===== src/rtl/xike_pkg.sv =====
// Shared definitions for the xike spike detector.
//   TS_W / CH_W   : timestamp and channel field widths of a spike event
//   EVT_*         : bit layout of the 32-bit event word {ts, pol, ch}
//   to_signed()   : offset-binary sample to two's complement
package xike_pkg;

   localparam int unsigned TS_W = 23;
   localparam int unsigned CH_W = 8;

   localparam int unsigned EVT_CH_LSB  = 0;
   localparam int unsigned EVT_POL_BIT = CH_W;
   localparam int unsigned EVT_TS_LSB  = CH_W + 1;
   localparam int unsigned EVT_W       = TS_W + 1 + CH_W;

   // 16'h8000 is 0 V; flipping the MSB yields the signed value.
   function automatic logic signed [15:0] to_signed(input logic [15:0] d);
      return {~d[15], d[14:0]};
   endfunction

endpackage


===== src/rtl/xike_evt_fifo.sv =====
// Synchronous event FIFO.
//   clk_i, rst_ni : clock, asynchronous active-low reset
//   push_i/data_i : write request and data
//   pop_i         : read request (ignored when empty)
//   data_o        : head entry (meaningful only when empty_o = 0)
//   empty_o       : no entries stored
//   drop_o        : push refused because full with no simultaneous pop
module xike_evt_fifo #(
   parameter int unsigned Width = 32,
   parameter int unsigned Depth = 16
) (
   input  logic             clk_i,
   input  logic             rst_ni,
   input  logic             push_i,
   input  logic [Width-1:0] data_i,
   input  logic             pop_i,
   output logic [Width-1:0] data_o,
   output logic             empty_o,
   output logic             drop_o
);

   localparam int unsigned AddrW = (Depth > 1) ? $clog2(Depth) : 1;
   localparam int unsigned CntW  = AddrW + 1;

   logic [Width-1:0] mem_q [Depth];
   logic [AddrW-1:0] wr_ptr_q, rd_ptr_q;
   logic [CntW-1:0]  cnt_q;
   logic             full, do_pop, do_push;

   assign full    = (cnt_q == CntW'(Depth));
   assign empty_o = (cnt_q == '0);
   assign do_pop  = pop_i & ~empty_o;
   // A pop frees the head slot this cycle, so a push into a full FIFO still fits.
   assign do_push = push_i & (~full | do_pop);
   assign drop_o  = push_i & ~do_push;
   assign data_o  = mem_q[rd_ptr_q];

   always_ff @(posedge clk_i or negedge rst_ni) begin
      if (!rst_ni) begin
         wr_ptr_q <= '0;
         rd_ptr_q <= '0;
         cnt_q    <= '0;
      end else begin
         if (do_push) wr_ptr_q <= wr_ptr_q + 1'b1;
         if (do_pop)  rd_ptr_q <= rd_ptr_q + 1'b1;
         cnt_q <= cnt_q + CntW'(do_push) - CntW'(do_pop);
      end
   end

   always_ff @(posedge clk_i) begin
      if (do_push) mem_q[wr_ptr_q] <= data_i;
   end

endmodule


===== src/rtl/xike_spike_detector.sv =====
// Per-channel threshold-crossing spike detector with refractory lockout.
//   spi_clk, reset_n          : clock, asynchronous active-low reset
//   FIFO_DATA_TO_XIKE(_WEN)   : offset-binary sample stream, one sample per WEN cycle
//   sof                       : marks channel 0 of a frame
//   detect_en                 : detection enable
//   thr_we/thr_addr/thr_data  : per-channel threshold write port
//   ovf_clr                   : clears the sticky evt_overflow / frame_err flags
//   spk_valid/ready/data      : event stream {ts[22:0], pol, ch[7:0]}
//   evt_overflow, frame_err   : sticky error flags
// Optional feature: define XIKE_DUAL_POLARITY_EN to also detect positive crossings.
// Pipeline: stage 1 captures the sample, stage 2 reads channel state (registered)
// then evaluates and writes back; the event reaches spk_valid three edges after WEN.
module xike_spike_detector
   import xike_pkg::*;
#(
   parameter int unsigned NUM_CH      = 32,
   parameter int unsigned REFRACT     = 30,
   parameter logic [15:0] THR_DEFAULT = 16'h0200,
   parameter int unsigned EVT_DEPTH   = 16
) (
   input  logic        spi_clk,
   input  logic        reset_n,
   input  logic [15:0] FIFO_DATA_TO_XIKE,
   input  logic        FIFO_DATA_TO_XIKE_WEN,
   input  logic        sof,
   input  logic        detect_en,
   input  logic        thr_we,
   input  logic [7:0]  thr_addr,
   input  logic [15:0] thr_data,
   input  logic        ovf_clr,
   output logic        spk_valid,
   input  logic        spk_ready,
   output logic [31:0] spk_data,
   output logic        evt_overflow,
   output logic        frame_err
);

   localparam int unsigned     IdxW     = (NUM_CH > 1) ? $clog2(NUM_CH) : 1;
   localparam logic [IdxW-1:0] LastIdx  = IdxW'(NUM_CH - 1);
   localparam logic [7:0]      RefrInit = 8'(REFRACT);

   // Channel index and frame timestamp
   logic [IdxW-1:0] idx_q, idx_d, smp_idx;
   logic [TS_W-1:0] ts_q, ts_d;
   logic            sof_err;

   always_comb begin
      smp_idx = sof ? '0 : idx_q;
      sof_err = FIFO_DATA_TO_XIKE_WEN & sof & (idx_q != '0);
      idx_d   = idx_q;
      ts_d    = ts_q;
      if (FIFO_DATA_TO_XIKE_WEN) begin
         if (smp_idx == LastIdx) begin
            idx_d = '0;
            ts_d  = ts_q + 1'b1;
         end else begin
            idx_d = smp_idx + 1'b1;
         end
      end
   end

   always_ff @(posedge spi_clk or negedge reset_n) begin
      if (!reset_n) begin
         idx_q <= '0;
         ts_q  <= '0;
      end else begin
         idx_q <= idx_d;
         ts_q  <= ts_d;
      end
   end

   // Per-channel state
   logic [15:0]       thr_q [NUM_CH];
   logic [NUM_CH-1:0] prev_below_q;
   logic [7:0]        refr_q [NUM_CH];
   logic              thr_ok;

   assign thr_ok = thr_we & (32'(thr_addr) < NUM_CH);

   always_ff @(posedge spi_clk or negedge reset_n) begin
      if (!reset_n) begin
         for (int i = 0; i < NUM_CH; i++) thr_q[i] <= THR_DEFAULT;
      end else if (thr_ok) begin
         thr_q[thr_addr[IdxW-1:0]] <= thr_data;
      end
   end

   // Stage 1: sample capture
   logic                s1_vld_q;
   logic signed [15:0]  s1_smp_q;
   logic [IdxW-1:0]     s1_idx_q;
   logic [TS_W-1:0]     s1_ts_q;

   always_ff @(posedge spi_clk or negedge reset_n) begin
      if (!reset_n) begin
         s1_vld_q <= 1'b0;
         s1_smp_q <= '0;
         s1_idx_q <= '0;
         s1_ts_q  <= '0;
      end else begin
         s1_vld_q <= FIFO_DATA_TO_XIKE_WEN;
         if (FIFO_DATA_TO_XIKE_WEN) begin
            s1_smp_q <= to_signed(FIFO_DATA_TO_XIKE);
            s1_idx_q <= smp_idx;
            s1_ts_q  <= ts_q;
         end
      end
   end

   // Stage 2a: state read
   logic                rd_vld_q;
   logic signed [15:0]  rd_smp_q;
   logic [IdxW-1:0]     rd_idx_q;
   logic [TS_W-1:0]     rd_ts_q;
   logic [15:0]         rd_thr_q;
   logic                rd_prev_below_q;
   logic [7:0]          rd_refr_q;
   logic                fwd;

   // Stage 2b: evaluation
   logic signed [16:0]  s_ext, thr_ext;
   logic                below, neg_x, pos_x, spike, pol;
   logic [7:0]          refr_nxt;

   // The sample under evaluation writes back on the same edge the next sample reads;
   // forward its result when both address the same channel (NUM_CH = 1, early sof).
   assign fwd = rd_vld_q & (rd_idx_q == s1_idx_q);

`ifdef XIKE_DUAL_POLARITY_EN
   logic [NUM_CH-1:0] prev_above_q;
   logic              rd_prev_above_q;
   logic              above;

   assign above = s_ext > thr_ext;
   assign pos_x = above & ~rd_prev_above_q;

   always_ff @(posedge spi_clk or negedge reset_n) begin
      if (!reset_n) begin
         prev_above_q    <= '0;
         rd_prev_above_q <= 1'b0;
      end else begin
         if (s1_vld_q) rd_prev_above_q <= fwd ? above : prev_above_q[s1_idx_q];
         if (rd_vld_q) prev_above_q[rd_idx_q] <= above;
      end
   end
`else
   assign pos_x = 1'b0;
`endif

   always_ff @(posedge spi_clk or negedge reset_n) begin
      if (!reset_n) begin
         rd_vld_q        <= 1'b0;
         rd_smp_q        <= '0;
         rd_idx_q        <= '0;
         rd_ts_q         <= '0;
         rd_thr_q        <= '0;
         rd_prev_below_q <= 1'b0;
         rd_refr_q       <= '0;
      end else begin
         rd_vld_q <= s1_vld_q;
         if (s1_vld_q) begin
            rd_smp_q        <= s1_smp_q;
            rd_idx_q        <= s1_idx_q;
            rd_ts_q         <= s1_ts_q;
            rd_thr_q        <= thr_q[s1_idx_q];
            rd_prev_below_q <= fwd ? below : prev_below_q[s1_idx_q];
            rd_refr_q       <= fwd ? refr_nxt : refr_q[s1_idx_q];
         end
      end
   end

   assign s_ext   = {rd_smp_q[15], rd_smp_q};
   assign thr_ext = {1'b0, rd_thr_q};
   assign below   = s_ext < -thr_ext;
   assign neg_x   = below & ~rd_prev_below_q;
   assign spike   = detect_en & (neg_x | pos_x) & (rd_refr_q == '0);
   // Negative crossing wins when both occur on one sample.
   assign pol     = ~neg_x & pos_x;

   always_comb begin
      refr_nxt = rd_refr_q;
      if (!detect_en)               refr_nxt = '0;
      else if (spike)               refr_nxt = RefrInit;
      else if (rd_refr_q != '0)     refr_nxt = rd_refr_q - 1'b1;
   end

   always_ff @(posedge spi_clk or negedge reset_n) begin
      if (!reset_n) begin
         prev_below_q <= '0;
         for (int i = 0; i < NUM_CH; i++) refr_q[i] <= '0;
      end else if (rd_vld_q) begin
         prev_below_q[rd_idx_q] <= below;
         refr_q[rd_idx_q]       <= refr_nxt;
      end
   end

   // Event register feeding the FIFO
   logic             evt_vld_q;
   logic [EVT_W-1:0] evt_q, evt_d;

   always_comb begin
      evt_d                           = '0;
      evt_d[EVT_TS_LSB +: TS_W]       = rd_ts_q;
      evt_d[EVT_POL_BIT]              = pol;
      evt_d[EVT_CH_LSB +: CH_W]       = CH_W'(rd_idx_q);
   end

   always_ff @(posedge spi_clk or negedge reset_n) begin
      if (!reset_n) begin
         evt_vld_q <= 1'b0;
         evt_q     <= '0;
      end else begin
         evt_vld_q <= rd_vld_q & spike;
         if (rd_vld_q & spike) evt_q <= evt_d;
      end
   end

   logic [EVT_W-1:0] fifo_data;
   logic             fifo_empty, fifo_drop, pop;

   assign spk_valid = ~fifo_empty;
   assign pop       = spk_valid & spk_ready;
   assign spk_data  = spk_valid ? fifo_data : '0;

   xike_evt_fifo #(
      .Width (EVT_W),
      .Depth (EVT_DEPTH)
   ) u_evt_fifo (
      .clk_i   (spi_clk),
      .rst_ni  (reset_n),
      .push_i  (evt_vld_q),
      .data_i  (evt_q),
      .pop_i   (pop),
      .data_o  (fifo_data),
      .empty_o (fifo_empty),
      .drop_o  (fifo_drop)
   );

   // Sticky flags: a new error in the clear cycle keeps the flag set.
   always_ff @(posedge spi_clk or negedge reset_n) begin
      if (!reset_n) begin
         evt_overflow <= 1'b0;
         frame_err    <= 1'b0;
      end else begin
         if (fifo_drop)    evt_overflow <= 1'b1;
         else if (ovf_clr) evt_overflow <= 1'b0;
         if (sof_err)      frame_err <= 1'b1;
         else if (ovf_clr) frame_err <= 1'b0;
      end
   end

endmodule


===== config.mk =====
export PLATFORM = sky130hd
export DESIGN_NAME = xike_spike_detector
export DESIGN_NICKNAME = d
export VERILOG_FILES = /design/src/rtl/xike_pkg.sv /design/src/rtl/xike_evt_fifo.sv /design/src/rtl/xike_spike_detector.sv
export SDC_FILE = /design/constraint.sdc
export NUM_CORES = 2
export LEC_CHECK = 0
export CAP_MARGIN = 0
export CORE_UTILIZATION = 38
export CTS_CLUSTER_DIAMETER = 40
export CTS_CLUSTER_SIZE = 24
export DETAILED_ROUTE_END_ITERATION = 12
export PLACE_DENSITY = 0.5
export SYNTH_ARGS = -nofsm -noshare
export SYNTH_HDL_FRONTEND = slang
export SYNTH_HIERARCHICAL = 1
export SYNTH_SLANG_ARGS = --single-unit

===== constraint.sdc =====
create_clock -name spi_clk -period 5.5 [get_ports spi_clk]
set_clock_uncertainty 0.1 [all_clocks]
set_input_delay 1.65 -clock spi_clk [delete_from_list [all_inputs] [get_ports spi_clk]]
set_output_delay 1.65 -clock spi_clk [all_outputs]
set_load 0.005 [all_outputs]

* Yosys cells after proc, flatten, opt, wreduce, memory -nomap -nowiden
Memories as Yosys holds them, arrays and structs flattened.
Index checks and enable logic that the tools add are counted.
W data, S select, Z words.
** Operators by class
- Multiplexer cells :: 30
- Reduce and logical (&&, ||, !) cells :: 10
- Magnitude comparators :: 10
- Equality and inequality tests :: 3
- Bitwise operators :: 21
- Add/sub/neg operators :: 8
** Operators by type and width (count)
- $bwmux W512 :: 1
- $bwmux W256 :: 1
- $bmux W16 S5 :: 1
- $demux W16 S5 :: 1
- $mux W8 :: 7
- $mux W16 :: 3
- $bmux W8 S5 :: 1
- $demux W8 S5 :: 1
- $bwmux W32 :: 1
- $mux W32 :: 1
- $add A23 B1 Y23 const B :: 1
- $ge A6 B6 Y1 const B :: 3
- $not A5 Y6 :: 3
- $lt A16 B17 Y1 :: 1
- $neg A16 Y17 :: 1
- $and A1 B1 Y1 :: 12
- $lt A5 B6 Y1 const B :: 2
- $lt A6 B1 Y1 const B :: 2
- $eq A5 B5 Y1 const B :: 2
- $mux W5 :: 2
- $add A4 B1 Y4 const B :: 2
- $logic_not A8 Y1 :: 1
- $lt A8 B6 Y1 const B :: 1
- $mux W1 :: 8
- other kinds (16) :: 23
** Word-level totals
- Bits in writable memories :: 448
- Memories kept :: 1
- Output and inout bits :: 35
- Word-level logic and storage cells :: 168
- Register bits after elaboration :: 987
** Memories
- u_evt_fifo.mem_q :: words 16, width 28, rd ports 1, clocked after memory_dff 0, wr ports 1, RTL line xike_evt_fifo.sv:25 : logic [Width-1:0] mem_q [Depth];

* Depth between registers and ports, before layout
- Depth in word-level cells :: 9
- Depth in mapped cells :: 16

* Modules after synthesis
The synthesis kept the hierarchy.
** By module, submodules not included
- xike_spike_detector :: cells an instance 3275, times used 1, seq. area each 24413.4 sq um, area each 44042.2 sq um
- xike_evt_fifo :: cells an instance 1006, times used 1, seq. area each 15700.1 sq um, area each 20378.3 sq um

* Worst setup path before layout
No wires, ideal clock.
- Path kind :: input -> register
- From :: input spk_ready
- To :: memory u_evt_fifo/mem_q[3][0] (netlist name) (enable)
- Setup slack :: 0.363 ns
- Library setup time :: 0.461 ns
- Buffers on the path :: 0
- Stages on the path :: 5
- Arrival time :: 4.577 ns
- Path through :: nor2b_1 -> inv_1 -> a31oi_2 -> nand2_1 -> nor3_1
** On the way
- Word-level cells in the longest chain between the ends :: 6
** Ends and longest elaborated chain
- from (decl) :: RTL line xike_spike_detector.sv:32 : input logic spk_ready,
- $and A1 B1 Y1 :: RTL line xike_spike_detector.sv:222 : assign pop = spk_valid & spk_ready;
- $and A1 B1 Y1 :: RTL line xike_evt_fifo.sv:32 : assign do_pop = pop_i & ~empty_o;
- $or A1 B1 Y1 :: RTL line xike_evt_fifo.sv:34 : assign do_push = push_i & (~full | do_pop);
- $and A1 B1 Y1 :: RTL line xike_evt_fifo.sv:34
- $mux W1 :: RTL line xike_evt_fifo.sv:51 : if (do_push) mem_q[wr_ptr_q] <= data_i;
- $mux W1 (not written as such) :: RTL line xike_evt_fifo.sv:51
- to (decl) :: RTL line xike_evt_fifo.sv:25
Every way passes these cells.

* Worst setup path in the final report
- From :: register u_evt_fifo.rd_ptr_q[1]
- To :: output spk_data[16]
** On the way
- Word-level cells in the longest chain between the ends :: 2
** Ends and longest elaborated chain
- from (decl) :: RTL line xike_evt_fifo.sv:26 : logic [AddrW-1:0] wr_ptr_q, rd_ptr_q;
- from (signal assigned) :: RTL line xike_evt_fifo.sv:45 : if (do_pop) rd_ptr_q <= rd_ptr_q + 1'b1;
- $mem_v2 Z16 W28
- named net fifo_data[16] :: RTL line xike_spike_detector.sv:218 : logic [EVT_W-1:0] fifo_data;
- $mux W32 :: RTL line xike_spike_detector.sv:223 : assign spk_data = spk_valid ? fifo_data : '0;
- to (decl) :: RTL line xike_spike_detector.sv:33 : output logic [31:0] spk_data,
The timed path passes the listed nets, and every way through them passes these cells.

==> impl_metrics.json <==
{
  "vdd_ir_drop_max_mv": 0.372,
  "vias": 37100,
  "cp-end-kind": "output port",
  "area_growth_pct": 18.9,
  "die_area_sq_um": 171000,
  "die_h_microns": 414,
  "leakagePower_nw": 32.0,
  "cts_tree": "done",
  "synthCells": 4281,
  "overflow": 0,
  "first_pass_iters": 5,
  "path_clk_slew_ps": 60,
  "fin_tns_setup_ps": 0,
  "core_sq_um": 168000,
  "holdWs_ps": 367,
  "start_kind": "register",
  "route.detailed.drc": 0,
  "postSynthAreaPerCell_sq_um": 15.0,
  "cp.arrival_ps": 3530,
  "clockBufferDepth": 3,
  "synthFlopType": "dfrtp_1",
  "drive_above_1_share": 0.323,
  "numCtsBuffers": 231,
  "num_rows": 150,
  "max_freq_ghz": 0.190,
  "worst_slew_pin_slew_ps": 1210,
  "synth.ff_latch_count": 1499,
  "hp-class": "reg -> reg",
  "synth-edff-count": 512,
  "via_per_inst": 5.36,
  "ys_seq_area_frac": 0.623,
  "start_util": 0.384,
  "grt_pass1_wl_microns": 250000,
  "nets": 4585,
  "synth_area_sq_um": 64400,
  "postSynth.asyncResetShare": 0.658,
  "p_per_area_nw_per_um2": 443,
  "finalHoldViolations": 0,
  "ios": 83,
  "min_period_over_period": 0.959,
  "drv_slew": 0,
  "cts_setup_buffers": 0,
  "post-route-util": 0.456,
  "die_w_microns": 414,
  "worst-path-max-fanout": 18,
  "place_congestion": 0.744,
  "rsz0062_at_grt": "no",
  "final.fill_count": 15000,
  "status": "complete, no violations",
  "setup-violations-final": 0,
  "antenna_found_initial": 4,
  "cts_root_buffer": "clkbuf_16",
  "worstPathRequired_ps": 3750,
  "cts_htree_levels": 4,
  "ant_nets": 0,
  "wire_per_inst_microns": 23.6,
  "maxCapViolCount": 0,
  "cts_resized": 0,
  "period_minus_slack_ps": 5280,
  "grt_usage": 0.194,
  "placed_area_sq_um": 68400,
  "drt_iter0_drc": 2675,
  "hold_buffers": 0,
  "grt_max_degree": 113,
  "r2r_slack_ps": 1070,
  "port_buffers": 82,
  "yosysWarningCount": 6,
  "hpwl_microns": 95400,
  "totalWireLength_microns": 163000,
  "fin_area_sq_um": 76600,
  "ys_types": 72,
  "clock_latency_ps": 850,
  "first_global_vias": 38400,
  "numClockSinks": 1499,
  "criticalPathCategory": "reg -> out",
  "slew_headroom": 0.189
}
## path summary, 6_finish.rpt
path,from,end,cells after the start
min,rd_ts_q[17],evt_q[26],1
max,u_evt_fifo/rd_ptr_q[1],spk_data[16],7
max in group asynchronous,reset_n,thr_q[499],2
max reg2reg,rd_thr_q[4],refr_q[179],12
min reg2reg,rd_ts_q[17],evt_q[26],1
min in group asynchronous,reset_n,refr_q[183],1
## cell usage after synthesis, types with 30 or more instances
master      n  area share
a22oi_1    70      0.0082
edfxtp_1  512        0.24
o31ai_1    34      0.0040
o21ai_0   164       0.013
nand2_1   308       0.018
xnor2_1    30      0.0041
ha_1       33      0.0064
mux2_2    629        0.11
mux4_2    258       0.090
nor2_1    219       0.013
a31oi_1   135       0.013
dfstp_2    32       0.013
dfrtp_1   955        0.37
buf_2      84      0.0065
mux2i_1   228       0.035
clkbuf_1  172       0.010
a221oi_1   64      0.0087
nor2b_1    51      0.0050
a21oi_1    41      0.0032
## stage by stage
stage / instances / total power, W / setup WS, ps
5_1_grt: 6913 / 0.0354 / 62.3
3_5_place_dp: 6474 / 0.0193 / 997
2_1_floorplan: 4344 / 0.0169 / 363
6_report: 6916 / 0.0339 / 223
3_3_place_gp: 6474 / 0.0192 / 981
4_1_cts: 6910 / 0.0344 / 83.5
## layout make-up
class | instances | area [sq um] | share of cell area
Sequential cell | 1499 | 40100 | 0.524
Multi-Input combinational cell | 2520 | 23200 | 0.303
Clock buffer | 282 | 6190 | 0.0809
Tap cell | 2204 | 2760 | 0.0360
Timing Repair Buffer | 225 | 2230 | 0.0291
Clock inverter | 154 | 1950 | 0.0255
Inverter | 26 | 97.6 | 0.00127
Antenna cell | 6 | 15.0 | 0.000196
## kinds of logic (layout without fill, tap and decap cells)
| kind of cell | Yosys count | after routing | share of synthesized area |
|---|---|---|---|
| buffers and inverters | 325 | 687 | 0.0233 |
| adders and majority gates | 34 | 34 | 0.00672 |
| xor gates and xnor gates | 54 | 54 | 0.00734 |
| other | 1 | 70 | 0.0000582 |
| muxes | 1120 | 1120 | 0.237 |
| DFF | 1499 | 1499 | 0.623 |
| and+or+nand+nor | 705 | 705 | 0.0484 |
| AOI/OAI and AO/OA | 543 | 543 | 0.0544 |
## routing by layer
layer / GRT usage / vias up / wire length [microns]
met5: 0 / - / 0
met4: 0.0561 / 0 / 3290
met3: 0.0313 / 241 / 5960
met2: 0.316 / 672 / 79300
met1: 0.268 / 19500 / 74600
li1: - / 16700 / -
## report_power, final
part / switching [W] / total (W) / internal [W]
clock network: 0.00567 / 0.0150 / 0.00932
registers: 0.000594 / 0.0129 / 0.0123
logic: 0.00333 / 0.00608 / 0.00275
total: 0.00959 / 0.0339 / 0.0244
## registers in the layout, summed over array words and instances (netlist names), 8 cells and up
signal            count
prev_below_q         32
u_evt_fifo/mem_q    512
s1_smp_q             16
evt_q                28
rd_thr_q             16
rd_refr_q             8
ts_q                 23
s1_ts_q              23
thr_q               512
rd_smp_q             16
refr_q              256
rd_ts_q              23
## worst max-delay path: stages, from the launching register on
cell and delay (ps):
dfrtp_4 500, and2_2 410, buf_4 310, a221oi_1 380, o21ai_0 150, nand2_1 80, nor2b_1 280, clkdlybuf4s50_1 570
## cells in the final DEF (no fill, tap or decap), types with 27 or more instances in the layout
master / netlist / layout
a21oi_1: 41 / 41
a221oi_1: 64 / 64
a22oi_1: 70 / 70
a31oi_1: 135 / 135
buf_12: 0 / 27
buf_4: 3 / 116
clkbuf_1: 172 / 29
clkbuf_16: 0 / 231
clkdlybuf4s50_1: 0 / 80
clkinv_2: 0 / 30
clkinvlp_4: 0 / 28
conb_1: 1 / 64
dfrtp_1: 955 / 946
dfstp_2: 32 / 32
edfxtp_1: 512 / 512
ha_1: 33 / 33
mux2_2: 629 / 629
mux2i_1: 228 / 228
mux4_2: 258 / 258
nand2_1: 308 / 305
nor2_1: 219 / 206
nor2b_1: 51 / 44
o21ai_0: 164 / 164
o31ai_1: 34 / 34
xnor2_1: 30 / 30
Power figures use the tool's default switching activity.
